### config.mk
export PLATFORM = sky130hd
export DESIGN_NAME = t_counter_mod
export DESIGN_NICKNAME = d
export VERILOG_FILES = /design/src/rtl/t_counter_mod.sv
export SDC_FILE = /design/constraint.sdc
export NUM_CORES = 1
export LEC_CHECK = 0
export CAP_MARGIN = 20
export CORE_AREA = 2 2 39 41
export CTS_CLUSTER_SIZE = 16
export DETAILED_ROUTE_END_ITERATION = 8
export DIE_AREA = 0 0 41 43
export GPL_TIMING_DRIVEN = 0
export SYNTH_ARGS = -nofsm -noshare
export SYNTH_HDL_FRONTEND = slang
export SYNTH_SLANG_ARGS = --single-unit
### constraint.sdc
create_clock -name clk -period 2.7 [get_ports clk]
set_clock_uncertainty 0.05 [all_clocks]
set_input_delay 0.675 -clock clk [delete_from_list [all_inputs] [get_ports clk]]
set_output_delay 0.675 -clock clk [all_outputs]
set_load 0.005 [all_outputs]
### src/rtl/t_counter_mod.sv
// ---------------------------------------------------------------------------
// t_counter_mod
//
// Purpose:
//   WIDTH-bit modulo counter built from per-bit toggle stages. Each bit is a
//   T stage whose toggle condition comes from the mode and the lower-order
//   bits. The counter counts up or down modulo MODULUS, loads a saturated
//   value, and flags wraps with a combinational terminal-count strobe and a
//   sticky overflow flag. All state changes on the falling edge of clk,
//   matching the team's flip-flop library.
//
// Parameters:
//   WIDTH    counter width in bits (1..16)
//   MODULUS  count range 0..MODULUS-1 (2..2^WIDTH)
//
// Ports:
//   clk       in   clock, state updates on the falling edge
//   reset     in   synchronous active-high reset, overrides everything
//   en        in   count enable for modes 01/10
//   mode      in   00 hold, 01 up, 10 down, 11 load
//   load_val  in   value loaded in mode 11 (saturates to MODULUS-1)
//   clr_ovf   in   clears the sticky ovf flag (a wrap on the same edge wins)
//   out       out  current count (registered)
//   tc        out  terminal count (combinational, ahead of the wrapping edge)
//   ovf       out  sticky wrap flag (registered)
// ---------------------------------------------------------------------------
module t_counter_mod #(
  parameter int WIDTH   = 4,
  parameter int MODULUS = 16
) (
  input  logic             clk,
  input  logic             reset,
  input  logic             en,
  input  logic [1:0]       mode,
  input  logic [WIDTH-1:0] load_val,
  input  logic             clr_ovf,
  output logic [WIDTH-1:0] out,
  output logic             tc,
  output logic             ovf
);

  localparam logic [1:0]       MODE_HOLD = 2'b00;
  localparam logic [1:0]       MODE_UP   = 2'b01;
  localparam logic [1:0]       MODE_DOWN = 2'b10;
  localparam logic [1:0]       MODE_LOAD = 2'b11;
  localparam logic [WIDTH-1:0] MAX_C     = WIDTH'(MODULUS - 1);
  localparam logic [WIDTH-1:0] ZERO_C    = {WIDTH{1'b0}};

  logic [WIDTH-1:0] out_q, out_d;
  logic             ovf_q, ovf_d;
  logic [WIDTH-1:0] tog;
  logic             up_en, dn_en, wrap;

  // Decode counting direction and detect a modulus wrap on the coming edge.
  always_comb begin
    up_en = en & (mode == MODE_UP);
    dn_en = en & (mode == MODE_DOWN);
    wrap  = (up_en & (out_q == MAX_C)) | (dn_en & (out_q == ZERO_C));
    tc    = wrap;
  end

  // Per-bit toggle conditions: bit i toggles when all lower bits are 1 (up)
  // or all lower bits are 0 (down); bit 0 sees an empty prefix and always
  // toggles while counting.
  always_comb begin
    logic ones_pfx;
    logic zeros_pfx;
    ones_pfx  = 1'b1;
    zeros_pfx = 1'b1;
    tog       = ZERO_C;
    for (int i = 0; i < WIDTH; i++) begin
      tog[i]    = (up_en & ones_pfx) | (dn_en & zeros_pfx);
      ones_pfx  = ones_pfx & out_q[i];
      zeros_pfx = zeros_pfx & ~out_q[i];
    end
  end

  // Next-state selection: load > wrap > toggle count > hold.
  always_comb begin
    out_d = out_q;
    case (mode)
      MODE_LOAD: begin
        if (load_val > MAX_C) begin
          out_d = MAX_C;
        end else begin
          out_d = load_val;
        end
      end
      MODE_UP: begin
        if (wrap) begin
          out_d = ZERO_C;
        end else begin
          out_d = out_q ^ tog;
        end
      end
      MODE_DOWN: begin
        if (wrap) begin
          out_d = MAX_C;
        end else begin
          out_d = out_q ^ tog;
        end
      end
      MODE_HOLD: begin
        out_d = out_q;
      end
      default: begin
        out_d = out_q;
      end
    endcase
    // A wrap sets ovf even when clr_ovf is asserted on the same edge.
    ovf_d = wrap | (ovf_q & ~clr_ovf);
  end

  // State registers on the falling edge; reset overrides every other input.
  always_ff @(negedge clk) begin
    if (reset) begin
      out_q <= ZERO_C;
      ovf_q <= 1'b0;
    end else begin
      out_q <= out_d;
      ovf_q <= ovf_d;
    end
  end

  assign out = out_q;
  assign ovf = ovf_q;

endmodule

==> implementation parameters <==
Parameter                              Value

Hold path
  Beginning of the worst hold path    ovf
  Path category of the worst min-delay check    reg -> reg
  Hold path depth    2
  Worst-case hold path end point    ovf

STA
  Setup repair after global routing missed its margin    true
  Slew at the pin closest to its max-slew limit    0.403 ns
  WHS    0.435 ns
  Worst Slack Setup Final    -0.867 ns
  Final Hold Vio Count    0
  Relative slew slack    73.2%
  Count of final setup violators    11
  Slew Limit Fails    0

Cells and area
  Area grow syn2layout    101%
  Final Instance Count excl. Fillers    105
  Number of nets in the layout    103
  Fraction of final layout cells sized beyond drive strength 1    49.4%
  Area occupied by registers    116 sq um
  Diodes inserted    0
  Number of fill cells    127
  Combined area of the multi-input logic cells    347 sq um

Outcome
  Violated checks    negative setup slack
  Result of the run    finished with violations

Yosys
  Cell accounting for the most synthesized area    dfxtp_1
  Most common cell in the synthesized netlist    inv_1
  Count of different cell masters after synthesis    24
  Proportion of register bits with asynchronous set or reset after synthesis    0%
  Post-synth EDFFs    0
  Post-synthesis register bit count    5
  Syn nets    65
  Predominant post-synthesis flop cell    dfxtp_1
  Post-Synthesis Cell Area    414 sq um
  Synth Area per Inst    7.96 sq um
  Warning count from the yosys run    0
  Most numerous cell types in the synthesized netlist    inv_1 (9), a21oi_1 (5), dfxtp_1 (5), a221oi_1 (4)
  Proportion of synthesized chip area in sequential cells    24.2%
  Top cells by area, synth    dfxtp_1 (24%), ha_1 (9.1%), a221oi_1 (8.5%)
  Mapped Cells    52
  Area fraction of the dominant cell type after synthesis    24.2%

Floorplan
  Die Outline Area    1760 sq um
  Vertical extent of the die    43 microns
  Boundary pin count    16
  Core Footprint    1380 sq um
  Count of standard-cell rows    14
  Initial cell density of the core    29.9%
  Die extent in x    41 microns

Critical path
  CP max-delay cell    or4_4
  Category of the worst setup path capture point    output pin
  Biggest cell delay along the critical path    0.51 ns
  Largest fanout on the critical path    2
  Kind of launch point of the worst setup path    register
  Worst Path Arrival    2.84 ns
  Startpoint of the most critical register-to-register path    out[0]
  Worst-path cell chain    nand3b_4 > or4_4 > nand2_4 > buf_6
  Critical R2R Capture    out[1]
  Worst path buffer plus inverter count    1
  Top cell family by delay on the critical path    simple AND/OR/NAND/NOR gates
  Path type of the worst setup path    reg -> out
  Required time at the worst-slack endpoint    1.98 ns
  Worst-case register-to-register setup slack    0.91 ns
  Reg2Reg Depth    6

Drt
  First-pass iteration count of the detailed router    2
  Drt wl/cell    11.8 microns
  Detailed-route wire length    1.24 mm
  DRC Markers    0
  Count of nets left with antenna violations after detail routing    0
  Iteration-0 DRC Markers    7
  Via count    522
  Detail-routed via count per cell    4.97

Global route
  Antenna violations before repair    0
  Number of global-route vias before repair    485
  GRT Residual Overflow    0
  Pin count of the biggest net entering global routing    9
  Wire length of the first global-routing pass    1.83 mm
  Global-route usage over all layers    14.8%

Clocking
  TritonCTS clock tree    yes
  Maximum clock insertion buffer count    2
  Total clock sinks    5
  Clk Latency, worst-skew pair    0.32 ns
  # H-tree levels    1
  Root buf cell    clkbuf_4
  Inserted Clock Buffers    3
  Hold-fix buffers, CTS    0
  Reg clk slew, reported paths    0.04 ns

Placed design
  Worst-case setup slack after placement    -1.31 ns
  Number of port buffers    15
  Post-Place Cells    83
  Last weighted congestion value of the routability-driven placer    0.727

Pwr
  Leak Pwr    0.376 nW
  Final Total Pwr    317 uW
  Pwr Density    381 nW/um^2
  Highest ir drop seen on vdd    0.197 mV

Job
  Number of maximum-capacitance violations    0
worst min-delay path, stage by stage (launching register included):
cell and delay [ns]:
dfxtp_2 0.31, a21oi_1 0.05, nor2_1 0.08
how the worst max path moves through the flow:
stage | startpoint | to | slack [ns] | cells after the start
global route | out[0] | tc | -0.91 | 4
floorplan | mode[0] | out[2] | -0.56 | 7
detailed placement | mode[0] | out[2] | -1.31 | 7
global placement | mode[0] | out[2] | -1.31 | 7
CTS | out[0] | tc | -0.89 | 4
finish | out[0] | tc | -0.87 | 4
where the power goes:
group          switching [mW]  internal (mW)
logic                  0.0466         0.0636
clock network          0.0584         0.0627
registers             0.00596         0.0800
flip-flops by register name, indices dropped and copies added (netlist names):
name / cells
out: 4
ovf: 1
metal layers:
metal / up-vias / global-route usage (%) / share of wire [%]
li1: 266 / - / -
met1: 240 / 18.3 / 45
met2: 13 / 21.6 / 49
met3: 3 / 5.24 / 4.6
met4: 0 / 7.33 / 1.7
met5: - / 0 / 0
cell usage in the layout, fill, tap and decap left out, types with 2 or more instances in the layout:
cell type        count
buf_6                8
nand3_1              3
inv_1               13
a221oi_2             3
nand2_1              2
dfxtp_4              4
clkbuf_4             3
xnor2_1              2
buf_4               11
o211ai_1             2
buf_2                2
nor2_1               2
a21oi_1              5
clkdlybuf4s50_1      6
o21ai_0              2
through the flow:
stage	TNS (ns)	cell area, sq um	utilization, %
after floorplan	-2.93	444	-
after CTS	-5.25	738	53.3
after detailed placement	-8.67	614	44.4
final	-4.86	832	60.1
after global routing	-5.34	832	60.1
after global placement	-8.65	614	44.4
kinds of logic (layout without fill, tap and decap cells):
family                   after synthesis  after routing  synth area share, %
AO/OA/AOI/OAI                         17             17                 28.4
XOR/XNOR                               2              2                 4.23
adder cells (fa/ha/maj)                3              3                 9.06
buffers and inverters                 10             47                 9.06
flip-flops                             5              5                 24.2
multiplexers                           1              1                 2.72
AND/OR/NAND/NOR                       14             14                 22.4
final cells by class:
| class | instances | area share (%) |
|---|---|---|
| Buffer | 1 | 0.451 |
| Clock buffer | 3 | 2.71 |
| Clock inverter | 6 | 2.71 |
| Inverter | 8 | 5.11 |
| Multi-Input combinational cell | 37 | 41.7 |
| Sequential cell | 5 | 14.0 |
| Tap cell | 16 | 2.41 |
| Timing Repair Buffer | 29 | 31.0 |
repair_timing:
action | 4_1_cts | 5_1_grt
pin swaps | 9 | 3
setup buffers | 6 | 9
setup endpoints to repair | 11 | 11
resized for setup | 44 | 15
(Power assumes the default switching activity.)
